$ cat src/rtl/imm_table_ctrl.sv
// Writable immediate table for decode: an init sequencer loads the default set after reset
// or on restore, then the table serves registered reads and valid/ready config writes.
module imm_table_ctrl #(
  parameter int AW   = 5,
  parameter int DW   = 8,
  parameter int NDEF = 25
) (
  input  logic          Clk,
  input  logic          Reset,
  input  logic          rd_en,
  input  logic [AW-1:0] rd_index,
  output logic [DW-1:0] rd_value,
  output logic          rd_valid,
  input  logic          cfg_valid,
  output logic          cfg_ready,
  input  logic [AW-1:0] cfg_index,
  input  logic [DW-1:0] cfg_data,
  input  logic          restore_req,
  output logic          busy,
  output logic          init_done
);

  localparam int            DEPTH = 1 << AW;
  localparam logic [AW-1:0] LAST  = AW'(DEPTH - 1);

  typedef enum logic {INIT, RUN} state_t;

  state_t        state, state_nxt;
  logic [AW-1:0] cnt;
  logic [DW-1:0] mem [DEPTH];
  logic          wr_en;
  logic [AW-1:0] wr_addr;
  logic [DW-1:0] wr_data;

  function automatic logic [DW-1:0] def_imm(input logic [AW-1:0] i);
    int idx;
    int v;
    idx = int'(i);
    case (idx)
      0: v = 0;     1: v = 1;     2: v = 2;     3: v = 3;     4: v = 4;
      5: v = 5;     6: v = 6;     7: v = 14;    8: v = 16;    9: v = 30;
      10: v = 31;   11: v = 32;   12: v = 33;   13: v = 60;   14: v = 91;
      15: v = 109;  16: v = 142;  17: v = 170;  18: v = 204;  19: v = 224;
      20: v = 225;  21: v = 240;  22: v = 247;  23: v = 254;  24: v = 85;
      default: v = 0;
    endcase
    if (idx >= NDEF) v = 0;
    return DW'(v);
  endfunction

  assign busy      = (state == INIT);
  assign init_done = (state == RUN);
  assign cfg_ready = (state == RUN) && !restore_req;

  always_comb begin
    state_nxt = state;
    case (state)
      INIT: if (cnt == LAST) state_nxt = RUN;
      RUN:  if (restore_req) state_nxt = INIT;
      default: state_nxt = INIT;
    endcase
  end

  always_ff @(posedge Clk) begin
    if (Reset) begin
      state <= INIT;
      cnt   <= '0;
    end else begin
      state <= state_nxt;
      if (state == INIT) cnt <= cnt + 1'b1;
      else               cnt <= '0;
    end
  end

  // Single table write port: init sequencer has the port in INIT, config writes in RUN.
  always_comb begin
    wr_en   = 1'b0;
    wr_addr = cnt;
    wr_data = def_imm(cnt);
    if (!Reset) begin
      if (state == INIT) begin
        wr_en = 1'b1;
      end else if (cfg_valid && cfg_ready) begin
        wr_en   = 1'b1;
        wr_addr = cfg_index;
        wr_data = cfg_data;
      end
    end
  end

  always_ff @(posedge Clk) begin
    if (wr_en) mem[wr_addr] <= wr_data;
  end

  // Read stage: samples the table before this edge's write lands (read-before-write).
  always_ff @(posedge Clk) begin
    if (Reset) begin
      rd_valid <= 1'b0;
      rd_value <= '0;
    end else if (state == RUN) begin
      rd_valid <= rd_en;
      if (rd_en) rd_value <= mem[rd_index];
    end else begin
      rd_valid <= 1'b0;
    end
  end

endmodule
$ cat config.mk
export PLATFORM = sky130hd
export DESIGN_NAME = imm_table_ctrl
export DESIGN_NICKNAME = d
export VERILOG_FILES = /design/src/rtl/imm_table_ctrl.sv
export SDC_FILE = /design/constraint.sdc
export NUM_CORES = 1
export LEC_CHECK = 0
export CORE_AREA = 2 2 158 129
export CTS_CLUSTER_DIAMETER = 80
export DETAILED_ROUTE_END_ITERATION = 12
export DIE_AREA = 0 0 160 131
export PLACE_DENSITY = 0.87
export SYNTH_ARGS = -nofsm -noshare
export SYNTH_HDL_FRONTEND = slang
export SYNTH_SLANG_ARGS = --single-unit
export TNS_END_PERCENT = 5
$ cat constraint.sdc
create_clock -name Clk -period 3.9 [get_ports Clk]
set_clock_uncertainty 0.05 [all_clocks]
set_input_delay 0.585 -clock Clk [delete_from_list [all_inputs] [get_ports Clk]]
set_output_delay 0.585 -clock Clk [all_outputs]
set_load 0.005 [all_outputs]
; ---- Yosys cells after proc, flatten, opt, wreduce, memory -nomap -nowiden
; Memories as Yosys holds them, arrays and structs flattened. A register that Yosys moved wholly into a read port is not among the register bits.
; Cells that the tools add are included.
[classes]
n_mux = 16
eq_ne = 1
add_sub_neg = 1
n_reduce_logical = 6
n_bitwise = 1
order_cmp = 1
[ops]
columns = cell, count
row1 = $mux 8, 4
row2 = $mux 5, 4
row3 = $mux 1, 7
row4 = $add 5x1->5 const B, 1
row5 = $eq 5x5->1 const B, 1
row6 = $ge 5x5->1 const B, 1
row7 = $reduce_or 2->1, 2
row8 = $logic_and 1x1->1, 2
row9 = $pmux 1 s2, 1
row10 = $reduce_and 2->1, 1
row11 = $logic_not 1->1, 1
row12 = $not 1->1, 1
[totals]
register_bits = 7
elab_cells = 31
in_bits = 23
romBits = 256
mem_bits_rw = 256
memories = 2
output_inout_bits = 12
[memory_table]
columns = memory, words, width, read_ports, rd_ports_with_merged_regs, wr, line
row1 = (name not given), 32, 8, 1, 1, 0, 39  ; case (idx)
row2 = mem, 32, 8, 1, 1, 1, 30  ; logic [DW-1:0] mem [DEPTH];

; ---- Logic depth before layout (Yosys ltp)
; Gate-level depths: netlist (run 1).
[logic_depth]
ltp_word = 8
ltp_mapped = 8
mapped_depth_nobuf = 8

; ---- Worst setup path after synthesis (run 1)
; OpenSTA, ideal clock, no wires.
[synth_timing]
path_type = input -> register
start = input Reset
end = memory mem[0][0], data pin
n_path_buf = 1
cell_stages = 4
t_arrival_ns = 2.441
slack_ns = 0.955
path_cell_list = nand4bb_1 > clkbuf_1 > nand2_1 > o21ai_0
[synth_via]
elab_chain_cells = 1
[synth_rtl]
columns = item, line
row1 = start: declaration, 9  ; input logic Reset,
row2 = $mux 8, 80  ; if (!Reset) begin
row3 = net wr_data[0], 33  ; logic [DW-1:0] wr_data;
row4 = end: declaration, 30
; The timed path passes the listed nets, and every way through them passes these cells.

; ---- Worst setup path in the final report (run 1)
[layout_timing]
start = input Reset
end = memory mem[1][5] (enable)
[layout_via]
elab_chain_cells = 3
word_cells_on_any_way = 4
classes_between = 4 x mux
[layout_rtl]
columns = item, line
row1 = $mux 1, 80
row2 = $mux 1, 92  ; if (wr_en) mem[wr_addr] <= wr_data;
row3 = $mux 1 (implied by the code), 92
; Parallel ways exist; a longest one is shown, timed or not.

==> results of run 1 <==
[sequential cells by signal, summed over array words and instances (netlist names), named ones only]
register and flops:
rd_value 8, mem 256, cnt 5, init_done 1
rd_valid 1
[layout make-up]
class	instances	area, µm²	share of cell area
Timing Repair Buffer	68	609	0.0467
Sequential cell	279	8150	0.624
Multi-Input combinational cell	421	3090	0.237
Clock buffer	41	810	0.0620
Inverter	9	33.8	0.00259
Clock inverter	7	33.8	0.00259
Tap cell	264	330	0.0253
[layer usage]
| layer | routed length [µm] | up-vias | part of all wire |
|---|---|---|---|
| met2 | 12200 | 401 | 0.47 |
| met3 | 2750 | 49 | 0.11 |
| met4 | 556 | 0 | 0.021 |
| met5 | 0 | - | 0 |
| li1 | - | 3047 | - |
| met1 | 10500 | 3337 | 0.40 |
[synthesized netlist by cell type, types with 3 or more instances]
library cell	instances
dfxtp_1	23
ha_1	12
buf_4	8
mux2i_1	128
a21oi_1	37
buf_6	6
nand3_1	4
nor3_1	4
nand2_1	39
clkbuf_1	24
nor2b_1	4
nand3b_1	4
or4_1	8
edfxtp_1	256
o21ai_0	10
a211oi_1	9
nor2_1	51
a22oi_1	65
nand2b_1	3
or3_1	4
inv_1	7
and2_1	5
a31oi_1	6
[stage by stage]
step	util	instance area, µm²	power (mW)	hold slack (ps)
after floorplan	-	11500	3.56	444
after global placement	0.628	12200	3.68	476
after detailed placement	0.628	12200	3.68	486
after CTS	0.671	13100	6.09	496
after global routing	0.671	13100	6.23	510
final	0.671	13100	6.07	487
[worst max-delay path, cell delays in order]
cell and delay (ps):
clkdlybuf4s50_1 520, buf_4 200, and4bb_2 380, nand2_1 110
nor2_1 40, a31oi_1 950, nor2_1 490
[kinds of logic (layout without fill, tap and decap cells)]
group | after synthesis | count (layout) | synth area share
adder cells (fa/ha/maj) | 12 | 12 | 0.0131
XOR/XNOR | 3 | 3 | 0.00229
flip-flops | 279 | 279 | 0.710
buffers and inverters | 51 | 125 | 0.0235
AO/OA/AOI/OAI | 141 | 141 | 0.0823
multiplexers | 128 | 128 | 0.112
AND/OR/NAND/NOR | 137 | 137 | 0.0568
[power breakdown]
part | switching [mW] | internal (mW)
Clock | 1.03 | 1.42
Sequential | 0.0115 | 3.28
Combinational | 0.215 | 0.123
[worst paths after layout]
kind | slack, ps | to | from | cells past startpoint
worst max-delay path | 700 | mem[1][5] | Reset | 7
worst min-delay path | 490 | rd_value[5] | rd_value[5] | 2
worst max register to register | 1050 | mem[8][4] | cnt[0] | 4
worst min register to register | 490 | rd_value[5] | rd_value[5] | 2
==> run metrics, run 1 <==
final number of hold-violating endpoints 0; Total Wirelength 26.0 mm; CP arrival 3300 ps; total CTS buffers 26; final setup TNS 0 ps; cts repair resizes 0; htree depth 1; Die Y-Extent 131 µm; top_reg_cell synth edfxtp_1; Most Crowded Layer GR met2; HPWL after DPL 16.6 mm; # port buffers 34; most frequent cells in the layout edfxtp_1 (256), mux2i_1 (128), a22oi_1 (65), nor2_1 (50), nand2_1 (39); layout cells sized above 1 0.108; Chip Width 160 µm; Post-DRT Antenna Nets 0; hold buffers post-CTS 0; gr ovfl total 0; Area contributors post-synth edfxtp_1 (67%), mux2i_1 (11%), a22oi_1 (4.3%); syn nets 786; CTS Root Cell clkbuf_16; I/O Pins 35; Initial Util 0.590; Clk Latency, worst-skew pair 520 ps; met2 Use GR 0.419; DRT Pass-1 Iters 5; CTS Sinks 279; drt initial violations 833; Crit Path Class input pin to flip-flop; Final Non-Filler Cells 1089; fin crit share 0.822; Global Route Usage Sum 0.254; first-pass GRT wire length 39.9 mm; maximum vdd drop 0.000439 V; post-synthesis sequential area ratio 0.710; DRC 0; GRT met1 Usage 0.354; CP startpoint kind input pin; core footprint 19500 µm²; Pwr Density 465 nW/µm²; Slew HR 0.0645; Synth cell types 47; Yosys top cell area share 0.670; number of setup buffers added after CTS 0; dominant cell type by area after synthesis edfxtp_1; met3 usage in global routing 0.0527; CTS tree built; CP Data Required Time 4000 ps; Async SR Flop Fraction 0; Yosys warning count 0; Slew @ Worst Pin 1400 ps; #FFs+latches synth 279; Wirelength per Cell 23.9 µm; Synth Cell Area 11500 µm²; Post-synth EDFFs 256; Leak Pwr 4.50 nW; Slew Limit Fails 0; CP Capture Type flip-flop; dpl ws 164 ps; status completed; vias in the first global route 6809; area grow syn2layout 13.8%; max cap viols 0; vias after detailed routing 6834; diode count 0; most common cell after layout, fill and taps aside edfxtp_1; Clk pin slew, worst setup/hold paths 60 ps; Period minus WS final 3200 ps; Fill cells 1308; placed cells 1041; clock buffer depth 3; final worst setup slack 696 ps; RSZ-0062 raised after global routing false; row count 46; CP max FO 15; DIE AREA 21000 µm²; initial antenna violation count 0; Final GP Congestion 0.887; Layout Nets 840; fmax 312 MHz; largest net degree at the start of global routing 36; Syn Area/Cell 15.3 µm²; Setup-failing EPs final 0; gate count of the mapped netlist 751; Hold Path Class flip-flop to flip-flop; vias per cell 6.28
Note: power is estimated with default switching activity, not from simulation.
==> run 2: changes to the inputs <==
==> constraint.sdc (replaced) <==
create_clock -name Clk -period 3.2 [get_ports Clk]
set_clock_uncertainty 0.05 [all_clocks]
set_input_delay 0.48 -clock Clk [delete_from_list [all_inputs] [get_ports Clk]]
set_output_delay 0.48 -clock Clk [all_outputs]
set_load 0.005 [all_outputs]
==> run 2 against run 1 <==
  * Flip-flop and latch count stayed put
  * Sequential share of layout area is 0.81 points lower
  * Power is 22% higher
  * First-iteration DRC count is 7.4% higher
  * Routed wire length is 2.1% higher
  * Non-clock buffer count is 22 higher
  * Critical path depth is 1 lower
  * Final area is 1.3% higher
==> run metrics, run 2 (same netlist as run 1, synthesis figures left out) <==
CTS Sinks 279 (unchanged); max FFs per register 256 (unchanged); switching pwr 1.58 mW (+26%); most frequent cells in the layout edfxtp_1 (256), mux2i_1 (128), a22oi_1 (65), buf_4 (52), nor2_1 (50); Clk Latency, worst-skew pair 540 ps (+20 ps); status completed; Clk pin slew, worst setup/hold paths 60 ps (about the same); row count 46 (unchanged); R2R depth 4 (unchanged); vias in the first global route 6926 (+1.7%); Total Wirelength 26.6 mm (+2.1%); htree depth 1 (unchanged); max cap viols 0 (unchanged); vias per cell 6.34 (+1.1%); drt initial violations 895 (+7.4%); number of setup buffers added after CTS 0 (unchanged); vias after detailed routing 7049 (+3.1%); CP arrival 2980 ps (-320 ps); Slew HR 0.136 (+0.0711); Wirelength per Cell 23.9 µm (about the same); Clk pwr share 0.401 (-0.002); CP Data Required Time 3590 ps (-410 ps); Pwr Density 559 nW/µm² (+20%); DIE AREA 21000 µm² (unchanged); maximum vdd drop 0.000435 V (-0.86%); CP max FO 32 (+17); Period minus WS final 2590 ps; fmax 387 MHz; DRC 0 (unchanged); diode count 0 (unchanged); Critical Path End rd_value[6]; most common cell after layout, fill and taps aside edfxtp_1; initial antenna violation count 0 (unchanged); Chip Width 160 µm (unchanged); CTS tree built; Comb power frac 0.057 (about the same); core footprint 19500 µm² (unchanged); CP startpoint kind input pin; Setup-failing EPs final 0 (unchanged); Reg power frac 0.542 (about the same); fin crit share 0.808; top flop regs mem x256, rd_value x8, cnt x5; HPWL after DPL 17.1 mm (+2.4%); first-pass GRT wire length 40.7 mm (+2.1%); DRT Pass-1 Iters 7 (+2); Max stage delay on crit path 600 ps (-350 ps); CTS Root Cell clkbuf_16; layout cells sized above 1 0.129 (+0.0208); clock buffer depth 3 (unchanged); total CTS buffers 26 (unchanged); hold buffers post-CTS 0 (unchanged); I/O Pins 35 (unchanged); placed cells 1063 (+2.1%); Hold Path Class flip-flop to flip-flop; # port buffers 34 (unchanged); Post-DRT Antenna Nets 0 (unchanged); sw frac 0.214 (+0.00764); CP max-delay cell and2_1; largest register by flop count mem; Crit Path Class input pin to flip-flop; Slew @ Worst Pin 1300 ps (-107 ps); gr ovfl total 0 (unchanged); Initial Util 0.590 (unchanged); Leak Pwr 4.60 nW (+2.3%); Cell Int Power 5.81 mW (+21%); Fill cells 1291 (-1.3%); critical path startpoint rd_index[2]; area grow syn2layout 15.3%; worst r2r src cnt[0]; Overall Power 7.40 mW (+22%); Reg2Reg Setup Slack 680 ps (-370 ps); FF-to-FF End mem[16][1]; Layout Nets 862 (+2.6%); RSZ-0062 raised after global routing false; Final GP Congestion 0.898 (+1.3%); Slew Limit Fails 0 (unchanged); final setup TNS 0 ps (unchanged); cts repair resizes 0 (unchanged); Global Route Usage Sum 0.259 (+0.00485); final number of hold-violating endpoints 0 (unchanged); Die Y-Extent 131 µm (unchanged); Final Non-Filler Cells 1111 (+2.0%); CP Capture Type flip-flop; CP Cell Sequence clkdlybuf4s50_1, and2_1, a22oi_1, a21oi_1, or4_1, a211oi_1; largest net degree at the start of global routing 35 (-2.8%)
## run 2: critical path: cells and delay by family
family                 cells  cell delay (ps)
AOI/OAI and AO/OA          3              870
buffers and inverters      1              480
and+or+nand+nor            2             1140
## run 2: area by class of cell
type	count	area, µm²	area share
flip-flops and latches	279	8150	0.616
multi-input cells	421	3090	0.234
repair buffers	90	812	0.0614
clock buffers	32	673	0.0509
well taps	264	330	0.0250
clock inverters	16	140	0.0106
inverters	9	33.8	0.00255
## run 2: per-layer routing
layer,vias up,global-route usage,share of wire,wire length [µm]
met2,434,0.429,0.47,12400
met5,-,0,0,0
met3,93,0.0401,0.096,2550
met1,3448,0.360,0.40,10700
met4,0,0.0843,0.036,965
li1,3074,-,-,-
## run 2: worst min-delay path by stage
stage	to	startpoint	cells past startpoint
2_1_floorplan	rd_value[0]	rd_value[0]	2
5_1_grt	rd_value[6]	rd_value[6]	2
3_3_place_gp	rd_value[6]	rd_value[6]	2
6_report	rd_value[5]	rd_value[5]	2
4_1_cts	rd_value[2]	rd_value[2]	2
3_5_place_dp	rd_value[6]	rd_value[6]	2
## run 2: stage by stage
step	hold slack, ps	cell area [µm²]	worst slack, ps	util
after CTS	497	13200	657	0.680
after global routing	528	13200	464	0.680
after floorplan	444	11500	360	-
after detailed placement	480	12400	148	0.638
after global placement	479	12400	251	0.638
final	496	13200	613	0.680
## run 2: power by group through the flow
| stage | Combinational [mW] | Sequential [mW] | Clock [mW] |
|---|---|---|---|
| floorplan | 0.259 | 4.08 | 0 |
| global placement | 0.405 | 4.08 | 0 |
| detailed placement | 0.412 | 4.09 | 0 |
| CTS | 0.416 | 4.01 | 2.97 |
| global route | 0.450 | 4.01 | 3.12 |
| finish | 0.425 | 4.01 | 2.97 |
==> run 3: changes to the inputs <==
--- a/config.mk
+++ b/config.mk
@@ -5,11 +5,11 @@
 export SDC_FILE = /design/constraint.sdc
 export NUM_CORES = 1
 export LEC_CHECK = 0
-export CORE_AREA = 2 2 158 129
+export CORE_AREA = 2 2 165 135
 export CTS_CLUSTER_DIAMETER = 80
 export DETAILED_ROUTE_END_ITERATION = 12
-export DIE_AREA = 0 0 160 131
-export PLACE_DENSITY = 0.87
+export DIE_AREA = 0 0 167 137
+export PLACE_DENSITY = 0.84
 export SYNTH_ARGS = -nofsm -noshare
 export SYNTH_HDL_FRONTEND = slang
 export SYNTH_SLANG_ARGS = --single-unit
==> constraint.sdc (replaced) <==
create_clock -name Clk -period 2.22 [get_ports Clk]
set_clock_uncertainty 0.05 [all_clocks]
set_input_delay 0.333 -clock Clk [delete_from_list [all_inputs] [get_ports Clk]]
set_output_delay 0.333 -clock Clk [all_outputs]
set_load 0.005 [all_outputs]
==> run 3 against run 2 <==
  * Die area increased by 9.2%
  * First-iteration DRC count increased by 22%
  * Final cell count increased by 6.1%
  * Power increased by 50%
  * Global-route usage decreased by 0.97 points
  * Clock power increased by 56%
  * Register-to-register slack got worse by 510 ps
  * Sequential power increased by 44%
  * Worst setup slack got worse by 500 ps
  * Critical endpoint is now cfg_ready
  * Largest cell class unchanged
  * Largest power group unchanged
  * Highest routed layer unchanged
==> run metrics, run 3 (same netlist as run 1, synthesis figures left out) <==
CTS Root Cell clkbuf_16; gr ovfl total 0 (unchanged); final number of hold-violating endpoints 0 (unchanged); CP max FO 9 (-72%); # port buffers 34 (unchanged); vias per cell 6.19 (-2.4%); row count 48 (+4.3%); initial antenna violation count 0 (unchanged); CP arrival 1720 ps (-1260 ps); top flop regs mem x256, rd_value x8, cnt x5; Leak Pwr 4.97 nW (+8.1%); HPWL after DPL 18.0 mm (+5.5%); Clk Latency, worst-skew pair 520 ps (-20 ps); Layout Nets 920 (+6.7%); max FFs per register 256 (unchanged); area grow syn2layout 21.8%; maximum vdd drop 0.000615 V (+41%); first-pass GRT wire length 42.9 mm (+5.4%); Wirelength per Cell 23.5 µm (-1.6%); Worst Path Buf+Inv 2 (+1); max cap viols 0 (unchanged); number of setup buffers added after CTS 0 (unchanged); clock buffer depth 3 (unchanged); RSZ-0062 raised after global routing false; Max stage delay on crit path 530 ps (-70 ps); Slew HR 0.564 (+0.429); Die Y-Extent 137 µm (+4.6%); CTS Sinks 279 (unchanged); Top Family by Delay on Critical Path buffers and inverters; core footprint 21200 µm² (+9.0%); fmax 475 MHz; Slew Limit Fails 0 (unchanged); DRT Pass-1 Iters 6 (-1); final setup TNS 0 ps (unchanged); status completed; CP Capture Type output port; diode count 0 (unchanged); CP max-delay cell clkdlybuf4s50_1; Post-DRT Antenna Nets 0 (unchanged); drt initial violations 1090 (+22%); CP Cell Sequence inv_1, nor2_1, clkdlybuf4s50_1; fin crit share 0.948; DIE AREA 22900 µm² (+9.2%); DRC 0 (unchanged); vias after detailed routing 7301 (+3.6%); Chip Width 167 µm (+4.4%); most frequent cells in the layout edfxtp_1 (256), mux2i_1 (128), buf_4 (93), a22oi_1 (64), nor2_1 (49); Slew @ Worst Pin 651 ps (-646 ps); layout cells sized above 1 0.188 (+0.0594); hold buffers post-CTS 0 (unchanged); Period minus WS final 2110 ps; Fill cells 1416 (+9.7%); Hold Path Class flip-flop to flip-flop; Initial Util 0.541 (-0.0486); Overall Power 11.1 mW (+50%); most common cell after layout, fill and taps aside edfxtp_1; Final GP Congestion 0.903 (+0.53%); Global Route Usage Sum 0.249 (-0.00971); Crit Path Class flip-flop to output port; CP startpoint kind flip-flop; I/O Pins 35 (unchanged); htree depth 1 (unchanged); Setup-failing EPs final 0 (unchanged); largest net degree at the start of global routing 33 (-5.7%); CTS tree built; Total Wirelength 27.8 mm (+4.4%); Pwr Density 796 nW/µm² (+42%); total CTS buffers 26 (unchanged); largest register by flop count mem; vias in the first global route 7227 (+4.3%); Clk pin slew, worst setup/hold paths 70 ps (about the same); CP Data Required Time 1840 ps (-1750 ps)
## run 3: cell types whose count changed in the layout (fill, tap and decap cells not counted), moves of 3 or more
cell / previous run / this run
buf_4: 52 / 93
buf_12: 4 / 21
clkinv_2: 8 / 4
bufinv_16: 2 / 5
## run 3: path summary, 6_finish.rpt
check	from	to	slack (ps)	cells after the start
hold reg to reg	rd_value[2]	rd_value[2]	480	2
hold / removal	rd_value[2]	rd_value[2]	480	2
setup / recovery	init_done	cfg_ready	110	3
setup reg to reg	cnt[0]	flip-flop	170	7
## run 3: final cells by class
type / count / area [µm²] / share of cell area
multi-input cells: 421 / 3100 / 0.222
clock inverters: 16 / 218 / 0.0156
clock buffers: 31 / 669 / 0.0479
repair buffers: 148 / 1460 / 0.105
flip-flops and latches: 279 / 8150 / 0.583
well taps: 275 / 344 / 0.0246
inverters: 9 / 33.8 / 0.00242
## run 3: repair_timing
item | 4_1_cts | 5_1_grt
gates resized for setup | 0 | 3
setup endpoints to repair | 0 | 64
endpoints found under the hold margin | 0 | 0
## run 3: per-layer routing
metal,up-vias,share of wire,global-route usage
li1,3189,-,-
met1,3564,0.39,0.340
met2,472,0.48,0.416
met3,76,0.10,0.0422
met4,0,0.033,0.0766
met5,-,0,0
## run 3: stage by stage
step	setup WS (ps)	hold slack, ps	util	instance area [µm²]	std cells
after floorplan	-523	444	-	11500	751
after global placement	-348	461	0.617	13100	1132
after detailed placement	-497	472	0.617	13100	1132
after CTS	22.7	482	0.659	14000	1179
after global routing	40.1	512	0.659	14000	1179
final	114	484	0.659	14000	1179
## run 3: report_power, final
| group | switching (mW) | internal [mW] | total (mW) |
|---|---|---|---|
| Sequential | 0.0163 | 5.75 | 5.77 |
| Combinational | 0.412 | 0.329 | 0.741 |
| Clock | 1.88 | 2.74 | 4.62 |
| Total | 2.31 | 8.82 | 11.1 |
## run 3: worst register-to-register path, cell delays in order (launching register included)
cell,delay [ps]
dfxtp_1,420
ha_1,280
nor2_1,150
inv_1,100
ha_1,230
o311a_1,350
a311oi_1,240
a21oi_1,110
